## src/rtl/senha_pkg.sv

```systemverilog
// Shared types and constants for the password-lock sequencer.
// Covers state encoding, key codes, blank code and letter messages.
package senha_pkg;

  typedef enum logic [2:0] {
    ST_ENTRY,
    ST_CHECK,
    ST_OPEN,
    ST_PROG,
    ST_FAIL,
    ST_LOCKED
  } state_e;

  localparam logic [3:0] KEY_CLR   = 4'hA;
  localparam logic [3:0] KEY_ENT   = 4'hB;
  localparam logic [3:0] KEY_PRG   = 4'hC;
  localparam logic [3:0] BCD_BLANK = 4'hF;

  localparam logic [2:0] LTR_NONE = 3'd0;
  localparam logic [2:0] LTR_O    = 3'd1;
  localparam logic [2:0] LTR_P    = 3'd2;
  localparam logic [2:0] LTR_E    = 3'd3;
  localparam logic [2:0] LTR_N    = 3'd4;
  localparam logic [2:0] LTR_R    = 3'd5;

  // Messages are packed slot3..slot0, leftmost letter in the MSBs.
  localparam logic [11:0] MSG_OPEN = {LTR_O, LTR_P, LTR_E, LTR_N};
  localparam logic [11:0] MSG_ERRO = {LTR_E, LTR_R, LTR_R, LTR_O};

  function automatic logic is_digit(logic [3:0] k);
    return k <= 4'd9;
  endfunction

endpackage

```

## src/rtl/senha_buf.sv

```systemverilog
// Digit entry buffer plus stored password for the lock sequencer.
// Shifts digits in at slot 0, tracks fill count and compares against the password.
module senha_buf
  import senha_pkg::*;
#(
  parameter int unsigned NDIG = 4,
  localparam int unsigned CW  = $clog2(NDIG + 1)
) (
  input  logic                clk,
  input  logic                rst,
  input  logic                clr,
  input  logic                push,
  input  logic [3:0]          din,
  input  logic                load,
  output logic [4*NDIG-1:0]   dig_nxt,
  output logic [CW-1:0]       cnt_nxt,
  output logic [CW-1:0]       cnt,
  output logic                eq
);

  logic [4*NDIG-1:0] dig_q, pw_q, pw_d, pw_init;
  logic [CW-1:0]     cnt_q;

  // Power-on password reads 1,2,3,...,NDIG from the leftmost slot.
  always_comb begin
    pw_init = '0;
    for (int i = 0; i < int'(NDIG); i++) begin
      pw_init[4*i +: 4] = 4'((int'(NDIG) - i) % 10);
    end
  end

  always_comb begin
    dig_nxt = dig_q;
    cnt_nxt = cnt_q;
    pw_d    = pw_q;
    if (load) pw_d = dig_q;
    if (clr) begin
      dig_nxt = '0;
      cnt_nxt = '0;
    end else if (push && (cnt_q < CW'(NDIG))) begin
      dig_nxt = {dig_q[4*NDIG-5:0], din};
      cnt_nxt = cnt_q + CW'(1);
    end
  end

  always_ff @(posedge clk) begin
    if (rst) begin
      dig_q <= '0;
      cnt_q <= '0;
      pw_q  <= pw_init;
    end else begin
      dig_q <= dig_nxt;
      cnt_q <= cnt_nxt;
      pw_q  <= pw_d;
    end
  end

  assign cnt = cnt_q;
  assign eq  = (dig_q == pw_q);

endmodule

```

## src/rtl/senha_ctrl.sv

```systemverilog
// Password-lock sequencer: key handling FSM, retry/lockout timing and registered
// per-slot display codes for the BCD and letter decoders.
module senha_ctrl
  import senha_pkg::*;
#(
  parameter int unsigned NDIG      = 4,
  parameter int unsigned MAX_TRIES = 3,
  parameter int unsigned SHOW_CYC  = 50,
  parameter int unsigned LOCK_CYC  = 500
) (
  input  logic                clk,
  input  logic                rst,
  input  logic                key_valid,
  input  logic [3:0]          key_val,
  output logic [4*NDIG-1:0]   disp_bcd,
  output logic [3*NDIG-1:0]   disp_ltr,
  output logic [NDIG-1:0]     disp_sel,
  output logic                unlocked,
  output logic                alarm
);

  localparam int unsigned CW = $clog2(NDIG + 1);
  localparam int unsigned TW = $clog2(LOCK_CYC + 1);

  state_e            state_q, state_d;
  logic [2:0]        tries_q, tries_d;
  logic [TW-1:0]     tmr_q, tmr_d;
  logic              push, clr, load, eq, full, last_try;
  logic              k_dig, k_clr, k_ent, k_prg;
  logic [4*NDIG-1:0] dig_nxt, bcd_d;
  logic [3*NDIG-1:0] ltr_d;
  logic [NDIG-1:0]   sel_d;
  logic [CW-1:0]     cnt, cnt_nxt;

  senha_buf #(
    .NDIG(NDIG)
  ) u_buf (
    .clk    (clk),
    .rst    (rst),
    .clr    (clr),
    .push   (push),
    .din    (key_val),
    .load   (load),
    .dig_nxt(dig_nxt),
    .cnt_nxt(cnt_nxt),
    .cnt    (cnt),
    .eq     (eq)
  );

  assign k_dig    = key_valid && is_digit(key_val);
  assign k_clr    = key_valid && (key_val == KEY_CLR);
  assign k_ent    = key_valid && (key_val == KEY_ENT);
  assign k_prg    = key_valid && (key_val == KEY_PRG);
  assign full     = (cnt == CW'(NDIG));
  assign last_try = (({1'b0, tries_q} + 4'd1) >= 4'(MAX_TRIES));

  always_comb begin
    state_d = state_q;
    tries_d = tries_q;
    tmr_d   = tmr_q;
    push    = 1'b0;
    clr     = 1'b0;
    load    = 1'b0;
    case (state_q)
      ST_ENTRY: begin
        push = k_dig;
        clr  = k_clr;
        if (k_ent && full) state_d = ST_CHECK;
      end
      ST_CHECK: begin
        clr = 1'b1;
        if (eq) begin
          state_d = ST_OPEN;
          tries_d = '0;
        end else begin
          tries_d = tries_q + 3'd1;
          if (last_try) begin
            state_d = ST_LOCKED;
            tmr_d   = TW'(LOCK_CYC - 1);
          end else begin
            state_d = ST_FAIL;
            tmr_d   = TW'(SHOW_CYC - 1);
          end
        end
      end
      ST_OPEN: begin
        if (k_ent || k_clr) state_d = ST_ENTRY;
        else if (k_prg)     state_d = ST_PROG;
      end
      ST_PROG: begin
        push = k_dig;
        if (k_ent && full) begin
          load    = 1'b1;
          clr     = 1'b1;
          state_d = ST_OPEN;
        end else if (k_prg) begin
          clr     = 1'b1;
          state_d = ST_OPEN;
        end else begin
          clr = k_clr;
        end
      end
      ST_FAIL, ST_LOCKED: begin
        if (tmr_q == '0) begin
          state_d = ST_ENTRY;
          if (state_q == ST_LOCKED) tries_d = '0;
        end else begin
          tmr_d = tmr_q - TW'(1);
        end
      end
      default: state_d = ST_ENTRY;
    endcase
  end

  // Display is decoded from next-state values so it updates on the accepting edge.
  always_comb begin
    bcd_d = {NDIG{BCD_BLANK}};
    ltr_d = '0;
    sel_d = '0;
    case (state_d)
      ST_OPEN: begin
        sel_d        = '1;
        ltr_d[11:0]  = MSG_OPEN;
      end
      ST_FAIL, ST_LOCKED: begin
        sel_d        = '1;
        ltr_d[11:0]  = MSG_ERRO;
      end
      default: begin
        for (int i = 0; i < int'(NDIG); i++) begin
          if (CW'(i) < cnt_nxt) bcd_d[4*i +: 4] = dig_nxt[4*i +: 4];
        end
      end
    endcase
  end

  always_ff @(posedge clk) begin
    if (rst) begin
      state_q  <= ST_ENTRY;
      tries_q  <= '0;
      tmr_q    <= '0;
      disp_bcd <= {NDIG{BCD_BLANK}};
      disp_ltr <= '0;
      disp_sel <= '0;
      unlocked <= 1'b0;
      alarm    <= 1'b0;
    end else begin
      state_q  <= state_d;
      tries_q  <= tries_d;
      tmr_q    <= tmr_d;
      disp_bcd <= bcd_d;
      disp_ltr <= ltr_d;
      disp_sel <= sel_d;
      unlocked <= (state_d == ST_OPEN) || (state_d == ST_PROG);
      alarm    <= (state_d == ST_LOCKED);
    end
  end

endmodule

```

## config.mk

```make
export PLATFORM = sky130hd
export DESIGN_NAME = senha_ctrl
export DESIGN_NICKNAME = d
export VERILOG_FILES = /design/src/rtl/senha_pkg.sv /design/src/rtl/senha_buf.sv /design/src/rtl/senha_ctrl.sv
export SDC_FILE = /design/constraint.sdc
export NUM_CORES = 1
export LEC_CHECK = 0
export ABC_AREA = 1
export CAP_MARGIN = 20
export CELL_PAD_IN_SITES_DETAIL_PLACEMENT = 1
export CELL_PAD_IN_SITES_GLOBAL_PLACEMENT = 1
export CORE_ASPECT_RATIO = 1.75
export CORE_MARGIN = 5
export CORE_UTILIZATION = 46
export CTS_CLUSTER_DIAMETER = 100
export CTS_CLUSTER_SIZE = 24
export DETAILED_ROUTE_END_ITERATION = 16
export DONT_BUFFER_PORTS = 1
export GPL_TIMING_DRIVEN = 0
export PLACE_DENSITY_LB_ADDON = 0.05
export SYNTH_ARGS = -nofsm -noshare
export SYNTH_HDL_FRONTEND = slang
export SYNTH_SLANG_ARGS = --single-unit
```

## constraint.sdc

```tcl
create_clock -name clk -period 2.1 [get_ports clk]
set_clock_uncertainty 0.05 [all_clocks]
set_input_delay 0.21 -clock clk [delete_from_list [all_inputs] [get_ports clk]]
set_output_delay 0.21 -clock clk [all_outputs]
set_load 0.01 [all_outputs]
```

; After elaboration in Yosys (flattened, before gate mapping)
; Cells that the tools add are included.
[word_totals]
register_bits = 84
inputBits = 7
output_inout_bits = 34
word_cells = 97
[op_classes]
n_addsub = 4
n_lt_le_gt_ge = 7
eq_ne = 18
mux = 29
bitwise = 4
reduce_logical = 21
[op_table]
columns = cell, count
row1 = two-way mux 3 bit, 12
row2 = two-way mux 16 bit, 2
row3 = two-way mux 9 bit, 3
row4 = case mux 11 bit (2 select lines), 1
row5 = OR reduction 5 bit, 4
row6 = case mux 9 bit (2 select lines), 1
row7 = == test 16 bit, 1
row8 = "== test 3 bit, second input constant", 5
row9 = case mux 3 bit (5 select lines), 1
row10 = "== test 3 x 2 -> 1 bit, second input constant", 4
row11 = "== test 4 bit, second input constant", 3
row12 = zero test 9 bit, 1
row13 = "subtractor 9 x 1 -> 9 bit, second input constant", 1
row14 = "inequality test 2 bit, second input constant", 4
row15 = "adder 3 x 1 -> 3 bit, second input constant", 2
row16 = logical AND 1 bit, 6
row17 = "< comparator 1 x 3 -> 1 bit, first input constant", 2
row18 = "< comparator 2 x 3 -> 1 bit, first input constant", 2
row19 = two-way mux 1 bit, 6
row20 = case mux 3 bit (2 select lines), 1
row21 = AND reduction 3 bit, 2
row22 = OR reduction 2 bit, 3
row23 = "adder 3 x 1 -> 4 bit, second input constant", 1
row24 = ">= comparator 4 x 2 -> 1 bit, second input constant", 1
row25 = 10 further kinds, 14

; Depth between registers and ports, before layout
; Gate-level depths: netlist of the first run.
[depth]
depth_word = 9
mapped_depth = 12
mapped_depth_nobuf = 12

; By module
; A second synthesis of the first run with hierarchy kept.
[hier_totals]
hier_cells = 463
area_unflattened_um2 = 3512.1
[by_module_without_submodules]
columns = mod, n_inst, cells_each, area_each_um2, seq_area_each_um2
row1 = senha_ctrl, 1, 238, 1805.5, 740.7
row2 = senha_buf, 1, 225, 1706.6, 700.7

; Least setup slack after synthesis of the first run
; Ideal clock, no wire load.
[synth_path]
path_type = reg-to-reg
start = register u_buf.cnt_q[0] (netlist: u_buf.cnt[0])
end = register disp_bcd[10]
setup_ns = 0.131
t_arrival_ns = 1.406
required_ns = 1.919
slack_ns = 0.513
stages_incl_launch_ff = 11
n_path_buf = 0
period_less_slack_ns = 1.587
cell_sequence = dfxtp_1 -> inv_1 -> ha_1 -> nand2_1 -> nor2_1 -> nand3_2 -> nand3_2 -> nor2_4 -> nand3_1 -> o21ai_2 -> nand4_1
[synth_between]
elab_chain_len = 8
elab_cells_between_ends = 20
cone_classes = add/sub: 1 / order compare: 2 / eq/ne: 4 / mux: 9 / bitwise: 1 / reduce/logical: 3
[synth_rtl]
columns = element, line_no
row1 = start: declaration, senha_buf.sv:22  ; logic [CW-1:0] cnt_q;
row2 = start signal: assignment, senha_buf.sv:53  ; cnt_q <= cnt_nxt;
row3 = == test 3 bit, senha_ctrl.sv:54  ; assign full = (cnt == CW'(NDIG));
row4 = logical AND 1 bit, "senha_ctrl.sv:68, senha_ctrl.sv:92"
row5 = two-way mux 1 bit, senha_ctrl.sv:92  ; if (k_ent && full) begin
row6 = case mux 1 bit (3 select lines), senha_ctrl.sv:64  ; case (state_q)
row7 = two-way mux 3 bit, senha_buf.sv:37  ; if (clr) begin
row8 = < comparator 2 x 3 -> 1 bit, senha_ctrl.sv:131  ; if (CW'(i) < cnt_nxt) bcd_d[4*i +: 4] = dig_nxt[4*i +: 4];
row9 = NOT 1 bit (no source line), --
row10 = OR reduction 5 bit (no source line), --
row11 = end signal: assignment, senha_ctrl.sv:142  ; disp_bcd <= {NDIG{BCD_BLANK}};
row12 = end: declaration, senha_ctrl.sv:15  ; output logic [4*NDIG-1:0] disp_bcd,
; Parallel ways exist; a longest one is shown, timed or not.
; A chain may end at the register's enable or synchronous reset.

; Worst setup path after layout of the first run
[layout_path]
start = register tmr_q[0]
end = register disp_bcd[11]
[layout_between]
elab_chain_len = 5
elab_cells_between_ends = 7
cone_classes = eq/ne: 3 / mux: 2 / reduce/logical: 2
[layout_rtl]
columns = element, line_no
row1 = start: declaration, senha_ctrl.sv:27  ; logic [TW-1:0] tmr_q, tmr_d;
row2 = start signal: assignment, senha_ctrl.sv:150  ; tmr_q <= tmr_d;
row3 = zero test 9 bit *, senha_ctrl.sv:104  ; if (tmr_q == '0) begin
row4 = two-way mux 3 bit *, senha_ctrl.sv:104
row5 = case mux 3 bit (5 select lines) *, senha_ctrl.sv:64
row6 = == test 3 x 2 -> 1 bit / == test 3 bit (equally long branches), senha_ctrl.sv:120  ; case (state_d)
row7 = OR reduction 5 bit (no source line) *, --
; Mark *: on every way between the ends. The rest lies on a longest branch, timed or not.

==> results of run 1 <==
power groups by stage:
stage | Combinational [W] | Sequential, W | Clock (W)
2_1_floorplan | 0.000153 | 0.00146 | 0
3_3_place_gp | 0.000209 | 0.00147 | 0
3_5_place_dp | 0.000214 | 0.00147 | 0
4_1_cts | 0.000216 | 0.00144 | 0.00149
5_1_grt | 0.000241 | 0.00144 | 0.00155
6_report | 0.000215 | 0.00144 | 0.00146
cell families after synthesis:
family	count (synthesis)
compound gates	72
buf+inv	87
flops	72
xor+xnor	5
simple gates	214
fa+ha+maj	6
other cells	1
cell usage in the layout (no fill, tap or decap):
| cell | n |
|---|---|
| a21oi_1 | 27 |
| a21oi_2 | 2 |
| a21oi_4 | 1 |
| a22oi_1 | 1 |
| buf_12 | 1 |
| buf_2 | 1 |
| buf_4 | 14 |
| buf_6 | 5 |
| clkbuf_1 | 8 |
| clkbuf_16 | 9 |
| clkinvlp_4 | 2 |
| conb_1 | 2 |
| dfxtp_1 | 72 |
| ha_1 | 6 |
| inv_1 | 51 |
| inv_2 | 9 |
| inv_6 | 5 |
| nand2_1 | 109 |
| nand2_2 | 3 |
| nand3_1 | 14 |
| nand3_2 | 5 |
| nand3_4 | 1 |
| nand4_1 | 21 |
| nor2_1 | 48 |
| nor2_2 | 5 |
| nor2_4 | 2 |
| nor3_1 | 6 |
| o211ai_1 | 15 |
| o21ai_0 | 19 |
| o21ai_1 | 6 |
| o21ai_2 | 1 |
| xnor2_1 | 3 |
| xor2_1 | 2 |
area by class of cell:
cell class              count  area share
clock inverters             7      0.0155
inverters                  60      0.0595
well taps                  86      0.0284
flip-flops and latches     72       0.381
plain buffers              27      0.0499
multi-input cells         299       0.399
repair buffers              2     0.00727
clock buffers               9      0.0595
sequential cells by signal, summed over array words and instances (netlist names):
signal	cells
u_buf.dig_q	16
disp_ltr	3
tmr_q	9
disp_bcd	16
unlocked	1
u_buf.cnt	3
state_q	3
u_buf.pw_q	16
disp_sel	1
alarm	1
tries_q	3
timing repair:
action,4_1_cts,5_1_grt
endpoints found under the setup margin,0,17
buffers inserted,0,2
gates resized for setup,0,3
per-layer routing:
| layer | GRT usage | routed length (microns) |
|---|---|---|
| met5 | 0 | 0 |
| met3 | 0.0545 | 257 |
| met2 | 0.426 | 5470 |
| met4 | 0.127 | 431 |
| met1 | 0.200 | 3330 |
synth_stat cells (all sizes together):
cell type  number  area, sq um
nand2         112          428
dfxtp          72         1440
inv            60          225
nor2           55          234
a21oi          30          169
o21ai          26          134
nand4          21          131
nand3          20          133
buf            19          156
o211ai         15          113
clkbuf          8         30.0
ha              6         75.1
nor3            6         30.0
xnor2           3         26.3
xor2            2         17.5
a22oi           1         7.51
conb            1         3.75
metrics by stage:
step / std cells / hold WS (ps) / util
2_1_floorplan: 458 / 362 / -
3_3_place_gp: 544 / 402 / 0.483
3_5_place_dp: 544 / 417 / 0.483
4_1_cts: 560 / 89.6 / 0.522
5_1_grt: 562 / 111 / 0.527
6_report: 562 / 90.4 / 0.527
critical path, cell delays in order (launching register included):
cell and delay, ps:
dfxtp_1 320, inv_1 120, ha_1 170, inv_1 40
nor2_1 90, nand4_1 170, nand2_1 240, inv_2 100
a21oi_4 240, buf_6 180, nand4_1 120
worst max-delay path by stage:
| stage | to | cells past startpoint |
|---|---|---|
| 5_1_grt | disp_bcd[11]$_SDFF_PP1_ | 10 |
| 2_1_floorplan | disp_bcd[10]$_SDFF_PP1_ | 10 |
| 4_1_cts | disp_bcd[11]$_SDFF_PP1_ | 10 |
| 3_5_place_dp | disp_bcd[12]$_SDFF_PP1_ | 10 |
| 3_3_place_gp | disp_bcd[4]$_SDFF_PP1_ | 10 |
| 6_report | disp_bcd[11]$_SDFF_PP1_ | 10 |
==> metrics, run 1 <==
status=completed; Netlist cell types=29; Core Rows=41; NetSw=about 0.00083 W; sequential power share=0.462; sequential area share after synthesis=0.430; leakage=1.78 nW; Slew Limit Headroom=0.584; # nets final=about 480; PnR worst setup slack=111 ps; Total Routing Usage GR=0.222; vias in the first global route=3091; synthesized cell area=3350 sq um; CTS tree=done; WL/cell=between 15 and 20 microns; Max Slew Vio Count=0; number of port buffers=0; multi-input logic area=roughly 1500 sq um; Fin. Hold Viols=0; CORE AREA=7180 sq um; hold depth=4; Min-Delay Path Class=primary input to flip-flop; global-route wire length before repair=14.8 mm; worst-case reg-to-reg path depth=10; CP Capture Type=flip-flop; pin count of the biggest net entering global routing=16; sw frac=0.266; min cycle time layout=just under 2000 ps; # IOs=approximately 40; Synth warnings=0; Max Cap Viol=0; layout cells sized above 1=0.139; FF-to-FF setup slack=110 ps; n_diodes=0; fin crit share=0.947; hold worst-path end=u_buf.dig_q[3]$_SDFF_PP0_; Seq cells post-synth=just over 70; H-tree Lvls=3; Clock Tree Root=clkbuf_16; Residual DRC=0; vias after detailed routing=2979; post-synthesis xor/xnor area fraction=0.0131; Post-DP HPWL=7.27 mm; register area=roughly 1400 sq um; kind of critical path=flip-flop to flip-flop; Die H=123 microns; Post-Place Cell Area=3470 sq um; critical path launch point type=flip-flop; # fillers=942; Pint=0.00229 W; initial antenna violation count=0; WP data required=between 2000 and 2500 ps; Num Clock Sinks=72; CTS Hold Bufs=0; Peak VDD IR=0.000477 V; die area=~9000 sq um; # setup viols final=0; PD cells=roughly 820 nW/um^2; power share of the combinational group=0.069; global route overflow=0; initial DRC count=118; main combinational cell family by area after synthesis=simple AND/OR/NAND/NOR gates; Worst EP arrival=2150 ps; Clk pwr share=0.469; mean area per synthesized cell=~7.3 sq um; area fraction in compound gates after synthesis=0.126; Power Total=0.00312 W; CTS clk-pin slew, worst paths=60 ps; Max Clock Freq=roughly 500 MHz; die width=~75 microns; vias per inst=5.30; crit path launch=tmr_q[0]$_SDFFE_PP0P_; Detailed Route WL=9.48 mm; cell area after layout=3780 sq um; Reg2Reg Launch Point=tmr_q[0]$_SDFFE_PP0P_; Placer Congestion=0.898; Pre-Repair DR Iteration Count=4; adder-cell share of the synthesized area=0.0224; CTS Buf Count=9; critical hold path startpoint=key_val[3]; multiplexer area fraction after synthesis=0; worst skew pair latency=350 ps; cells after synthesis=457; Initial Util=0.467; Critical Path Fanout Max=10; pre-CTS setup slack=83.4 ps; actual slew at the worst max-slew pin=623 ps; clk buf depth=2; Synth-to-Final Area Change=12.8%; Routed Antenna Nets=0; Post-Synth Simple-Gate Area=0.285; r2r endpoint=disp_bcd[11]$_SDFF_PP1_; post-route setup TNS=0 ps
Power figures use the tool's default switching activity.
==> run 2: changes to the inputs <==
clock period = 1.9 ns   (was 2.1 ns; I/O delays follow)
==> run 2 against run 1 <==
First-iteration DRC count grew 29%; utilization is 4.4 points higher; fmax increased by 3.4%; global-route usage rose by 0.29 points; worst setup slack worse by 140 ps; hold slack worse by 1.1 ps; register-to-register slack got worse by 140 ps; sequential power rose by 10%; highest routed layer unchanged; the run now ends with setup timing left; largest power group unchanged; largest cell class unchanged; final cell count increased by 3.4%; critical endpoint is now disp_bcd[9]$_SDFF_PP1_; critical path depth increased by 1.
==> metrics, run 2 (synthesis results as in run 1) <==
# IOs=41 (unchanged); Critical Path Fanout Max=6 (was 10); CTS clk-pin slew, worst paths=60 ps (about the same); global-route wire length before repair=15.0 mm (was 14.8 mm); sequential power share=0.457 (was 0.462); Slew Limit Headroom=0.553 (was 0.584); commonest cells after routing, fill and taps aside=nand2_1, dfxtp_1, inv_1, nor2_1, buf_4 (was nand2_1, dfxtp_1, inv_1); # nets final=503 (was 484); Residual DRC=0 (unchanged); Pint=0.00255 W (was 0.00229 W); fin crit share=1.01 (was 0.947); Fin. Hold Viols=0 (unchanged); WL/cell=18.1 microns (was 16.9 microns); Detailed Route WL=10.5 mm (was 9.48 mm); actual slew at the worst max-slew pin=671 ps (was 623 ps); kind of critical path=flip-flop to flip-flop (unchanged); CORE AREA=7180 sq um (unchanged); sw frac=0.270 (was 0.266); Max Slew Vio Count=0 (unchanged); global route overflow=0 (unchanged); Clock Tree Root=clkbuf_16 (unchanged); initial antenna violation count=0 (unchanged); crit path to=disp_bcd[9]$_SDFF_PP1_ (was disp_bcd[11]$_SDFF_PP1_); vias per inst=5.45 (was 5.30); Clk pwr share=0.466 (was 0.469); number of port buffers=0 (unchanged); Peak VDD IR=0.000501 V (was 0.000477 V); Min-Delay Path Class=primary input to flip-flop (unchanged); WP data required=2060 ps (was 2260 ps); PD cells=850 nW/um^2 (was 824 nW/um^2); critical path launch point type=flip-flop (unchanged); Post-DP HPWL=7.27 mm (unchanged); n_diodes=0 (unchanged); die width=74.6 microns (unchanged); vias after detailed routing=3164 (was 2979); Num Clock Sinks=72 (unchanged); H-tree Lvls=3 (unchanged); pin count of the biggest net entering global routing=16 (unchanged); min cycle time layout=1920 ps (was 1990 ps); worst skew pair latency=350 ps (about the same); worst-case reg-to-reg path depth=11 (was 10); Max Cap Viol=0 (unchanged); NetSw=0.000941 W (was 0.000828 W); initial DRC count=152 (was 118); clk buf depth=2 (unchanged); failing checks=setup timing; CTS Buf Count=9 (unchanged); Synth-to-Final Area Change=22.3% (was 12.8%); Initial Util=0.467 (unchanged); FF-to-FF setup slack=-20 ps (was 110 ps); CTS Hold Bufs=0 (unchanged); leakage=1.89 nW (was 1.78 nW); Placer Congestion=0.898 (unchanged); post-route setup TNS=-25.5 ps (was 0 ps); Core Rows=41 (unchanged); die area=9170 sq um (unchanged); Max Clock Freq=520 MHz (was 503 MHz); CTS tree=done (unchanged); Die H=123 microns (unchanged); # setup viols final=2 (was 0); status=finished, violations left (was completed); power share of the combinational group=0.078 (was 0.069); Worst EP arrival=2080 ps (was 2150 ps); vias in the first global route=3149 (was 3091); Largest regs=disp_bcd (16), u_buf.dig_q (16), u_buf.pw_q (16) (unchanged); commonest non-fill, non-tap cell in the layout=nand2_1 (unchanged); Post-Place Cell Area=3470 sq um (unchanged); Total Routing Usage GR=0.225 (was 0.222); Reg2Reg Launch Point=u_buf.cnt[1]$_SDFF_PP0_ (was tmr_q[0]$_SDFFE_PP0P_); cell area after layout=4100 sq um (was 3780 sq um); pre-CTS setup slack=-117 ps (was 83.4 ps); Routed Antenna Nets=0 (unchanged); PnR worst setup slack=-24.7 ps (was 111 ps); Final Util=0.571 (was 0.527); CP Capture Type=flip-flop (unchanged); Pre-Repair DR Iteration Count=4 (unchanged); r2r endpoint=disp_bcd[9]$_SDFF_PP1_ (was disp_bcd[11]$_SDFF_PP1_); crit path launch=u_buf.cnt[1]$_SDFF_PP0_ (was tmr_q[0]$_SDFFE_PP0P_); layout cells sized above 1=0.226 (was 0.139)
==> run 2: cell types whose count changed in the layout (fill, tap and decap cells not counted), sizes merged <==
| cell | previous run | this run |
|---|---|---|
| buf | 21 | 38 |
| clkbuf | 17 | 18 |
| nand3 | 20 | 21 |
==> run 2: area by class of cell <==
class / instances / area (sq um)
clock inverter: 7 / 58.8
clock buffer: 9 / 225
fill: 914 / 3080
inverter: 60 / 225
multi-input combinational: 300 / 1650
timing repair buffer: 20 / 188
sequential: 72 / 1460
buffer: 27 / 196
tap: 86 / 108
==> run 2: worst max-delay path: stages, from the launching register on <==
cell      delay [ps]
dfxtp_2          340
inv_1             80
ha_2             170
nand2_2           70
nor2_4           160
nand3_4          130
nand3_4          100
nor2_4            70
buf_6            150
buf_4            120
o211ai_1         190
nand4_1          160
==> run 2: worst min path at each step <==
stage                                    start                          to  slack (ps)  depth (start not counted)
finish                              key_val[3]   u_buf.dig_q[3]$_SDFF_PP0_          90                          4
global route                        key_val[0]      disp_bcd[0]$_SDFF_PP1_         100                          2
CTS                                 key_val[0]      disp_bcd[0]$_SDFF_PP1_          70                          2
detailed placement  u_buf.pw_q[8]$_SDFFE_PP0P_  u_buf.pw_q[8]$_SDFFE_PP0P_         420                          2
global placement    u_buf.pw_q[0]$_SDFFE_PP0P_  u_buf.pw_q[0]$_SDFFE_PP0P_         400                          2
floorplan                           key_val[0]   u_buf.dig_q[0]$_SDFF_PP0_         340                          2
==> run 2: metrics by stage <==
stage          cells  hold slack, ps  power [W]
3_5_place_dp     544             417    0.00186
5_1_grt          581            96.4    0.00361
4_1_cts          564            69.6    0.00349
2_1_floorplan    458             342    0.00178
3_3_place_gp     544             402    0.00185
6_report         581            89.2    0.00349
==> run 2: timing repair <==
| action | in CTS | in global routing |
|---|---|---|
| buffers inserted | 4 | 15 |
| cloned | 0 | 2 |
| setup endpoints to repair | 29 | 37 |
| pin swaps | 3 | 15 |
| gates resized for setup | 11 | 37 |
==> run 2: power by group through the flow <==
stage | clock (W) | combinational [W] | sequential [W]
3_5_place_dp | 0 | 0.000236 | 0.00162
6_report | 0.00162 | 0.000271 | 0.00159
4_1_cts | 0.00165 | 0.000250 | 0.00159
5_1_grt | 0.00172 | 0.000299 | 0.00160
3_3_place_gp | 0 | 0.000231 | 0.00162
2_1_floorplan | 0 | 0.000169 | 0.00161
==> run 2: layer usage <==
layer  track usage  vias to the layer above  part of all wire
met3        0.0456                       39             0.032
met4         0.165                        0             0.058
met1         0.202                     1523              0.35
met5             0                        -                 0
li1              -                     1536                 -
met2         0.421                       66              0.56
==> run 3: changes to the inputs <==
CORE_UTILIZATION = 49   (was 46)
clock period = 2.35 ns   (was 1.9 ns; I/O delays follow)
==> run 3 against run 2 <==
The flow now finishes without violations; clock-buffer cell count unchanged; register-to-register slack improved by 410 ps; sequential power shrank 19%; critical endpoint is now disp_bcd[5]$_SDFF_PP1_; highest routed layer unchanged.
==> metrics, run 3 (synthesis results as in run 1) <==
Post-Place Cell Area=3460 sq um (was 3470 sq um); Core Rows=40 (was 41); vias per inst=5.47 (was 5.45); leakage=1.76 nW (was 1.89 nW); H-tree Lvls=3 (unchanged); die area=8670 sq um (was 9170 sq um); vias in the first global route=3191 (was 3149); # setup viols final=0 (was 2); initial DRC count=155 (was 152); actual slew at the worst max-slew pin=674 ps (was 671 ps); CTS tree=done (unchanged); Num Clock Sinks=72 (unchanged); Clock Tree Root=clkbuf_16 (unchanged); commonest cells after routing, fill and taps aside=nand2_1, dfxtp_1, inv_1 (was nand2_1, dfxtp_1, inv_1, nor2_1, buf_4); Slew Limit Headroom=0.551 (was 0.553); WL/cell=17.2 microns (was 18.1 microns); CTS Hold Bufs=0 (unchanged); Placer Congestion=0.929 (was 0.898); hold depth=2 (was 4); number of port buffers=0 (unchanged); CORE AREA=6760 sq um (was 7180 sq um); min cycle time layout=1960 ps (was 1920 ps); post-cts resize count=0 (was 11); FF-to-FF setup slack=390 ps (was -20 ps); Worst EP arrival=2130 ps (was 2080 ps); Initial Util=0.496 (was 0.467); Total Routing Usage GR=0.242 (was 0.225); hold worst-path end=disp_bcd[2]$_SDFF_PP1_ (was u_buf.dig_q[3]$_SDFF_PP0_); kind of critical path=flip-flop to flip-flop (unchanged); Largest regs=disp_bcd (16), u_buf.dig_q (16), u_buf.pw_q (16) (unchanged); CTS Buf Count=9 (unchanged); Peak VDD IR=0.000387 V (was 0.000501 V); postcts setup bufs=0 (was 4); die width=72.5 microns (was 74.6 microns); post-route setup TNS=0 ps (was -25.5 ps); Detailed Route WL=9.60 mm (was 10.5 mm); CP Capture Type=flip-flop (unchanged); cell area after layout=3750 sq um (was 4100 sq um); # IOs=41 (unchanged); vias after detailed routing=3050 (was 3164); Max Cap Viol=0 (unchanged); critical path launch point type=flip-flop (unchanged); critical hold path startpoint=key_val[2] (was key_val[3]); CTS clk-pin slew, worst paths=70 ps (was 60 ps); Fin. Hold Viols=0 (unchanged); Max Clock Freq=509 MHz (was 520 MHz); PD cells=748 nW/um^2 (was 850 nW/um^2); Min-Delay Path Class=primary input to flip-flop (unchanged); Critical Path Fanout Max=10 (was 6); n_diodes=0 (unchanged); Synth-to-Final Area Change=11.7% (was 22.3%); commonest non-fill, non-tap cell in the layout=nand2_1 (unchanged); layout cells sized above 1=0.133 (was 0.226); clk buf depth=2 (unchanged); worst-case reg-to-reg path depth=10 (was 11); Hold Worst Slack=108 ps (was 89.2 ps); Pre-Repair DR Iteration Count=4 (unchanged); RSZ-0062 raised after global routing=no; Reg2Reg Launch Point=tmr_q[0]$_SDFFE_PP0P_ (was u_buf.cnt[1]$_SDFF_PP0_); Max Slew Vio Count=0 (unchanged); status=completed (was finished, violations left); Die H=119 microns (was 123 microns); worst skew pair latency=350 ps (about the same); initial antenna violation count=0 (unchanged); WP data required=2510 ps (was 2060 ps); Post-DP HPWL=7.30 mm (was 7.27 mm); pin count of the biggest net entering global routing=16 (unchanged); fin crit share=0.836 (was 1.01); # nets final=482 (was 503); Routed Antenna Nets=0 (unchanged); Residual DRC=0 (unchanged); r2r endpoint=disp_bcd[5]$_SDFF_PP1_ (was disp_bcd[9]$_SDFF_PP1_); global route overflow=0 (unchanged); global-route wire length before repair=15.7 mm (was 15.0 mm)
-- run 3: metal layers --
| layer | GRT usage | wire, microns | share of wire | vias up |
|---|---|---|---|---|
| met5 | 0 | 0 | 0 | - |
| met4 | 0.156 | 515 | 0.054 | 0 |
| met3 | 0.0490 | 303 | 0.032 | 31 |
| met2 | 0.445 | 5400 | 0.56 | 60 |
| met1 | 0.231 | 3380 | 0.35 | 1471 |
| li1 | - | - | - | 1488 |
-- run 3: layout make-up --
| class | count | area (sq um) |
|---|---|---|
| Clock buffer | 9 | 225 |
| Buffer | 27 | 186 |
| Inverter | 60 | 225 |
| Tap cell | 84 | 105 |
| Clock inverter | 7 | 58.8 |
| Sequential cell | 72 | 1440 |
| Fill cell | 891 | 3010 |
| Multi-Input combinational cell | 299 | 1510 |
-- run 3: worst max-delay path by stage --
| stage | startpoint | end | slack [ps] | depth (start not counted) |
|---|---|---|---|---|
| 4_1_cts | tmr_q[0]$_SDFFE_PP0P_ | disp_bcd[7]$_SDFF_PP1_ | 350 | 10 |
| 3_3_place_gp | tmr_q[0]$_SDFFE_PP0P_ | disp_bcd[11]$_SDFF_PP1_ | 400 | 10 |
| 6_report | tmr_q[0]$_SDFFE_PP0P_ | disp_bcd[5]$_SDFF_PP1_ | 390 | 10 |
| 3_5_place_dp | tmr_q[0]$_SDFFE_PP0P_ | disp_bcd[5]$_SDFF_PP1_ | 350 | 10 |
| 5_1_grt | tmr_q[0]$_SDFFE_PP0P_ | disp_bcd[5]$_SDFF_PP1_ | 190 | 10 |
| 2_1_floorplan | u_buf.cnt[0]$_SDFF_PP0_ | disp_bcd[10]$_SDFF_PP1_ | 760 | 10 |
-- run 3: power by group --
group          switching (W)  internal [W]  leakage, nW
sequential         0.0000308       0.00125        0.584
clock               0.000591      0.000733        0.134
combinational       0.000134     0.0000597         1.04
-- run 3: through the flow --
step	power [W]	cells	setup WS, ps	utilization
after floorplan	0.00144	458	763	-
after global placement	0.00150	542	405	0.513
after detailed placement	0.00151	542	355	0.513
after CTS	0.00282	558	352	0.555
after global routing	0.00291	558	186	0.555
final	0.00280	558	386	0.555
-- run 3: worst max-delay path, stage by stage, from the launching register on --
cell,delay (ps)
dfxtp_1,320
inv_1,120
ha_1,160
inv_1,40
nor2_1,80
nand4_1,150
nand2_1,200
inv_2,90
a21oi_4,300
buf_6,200
nand4_1,110
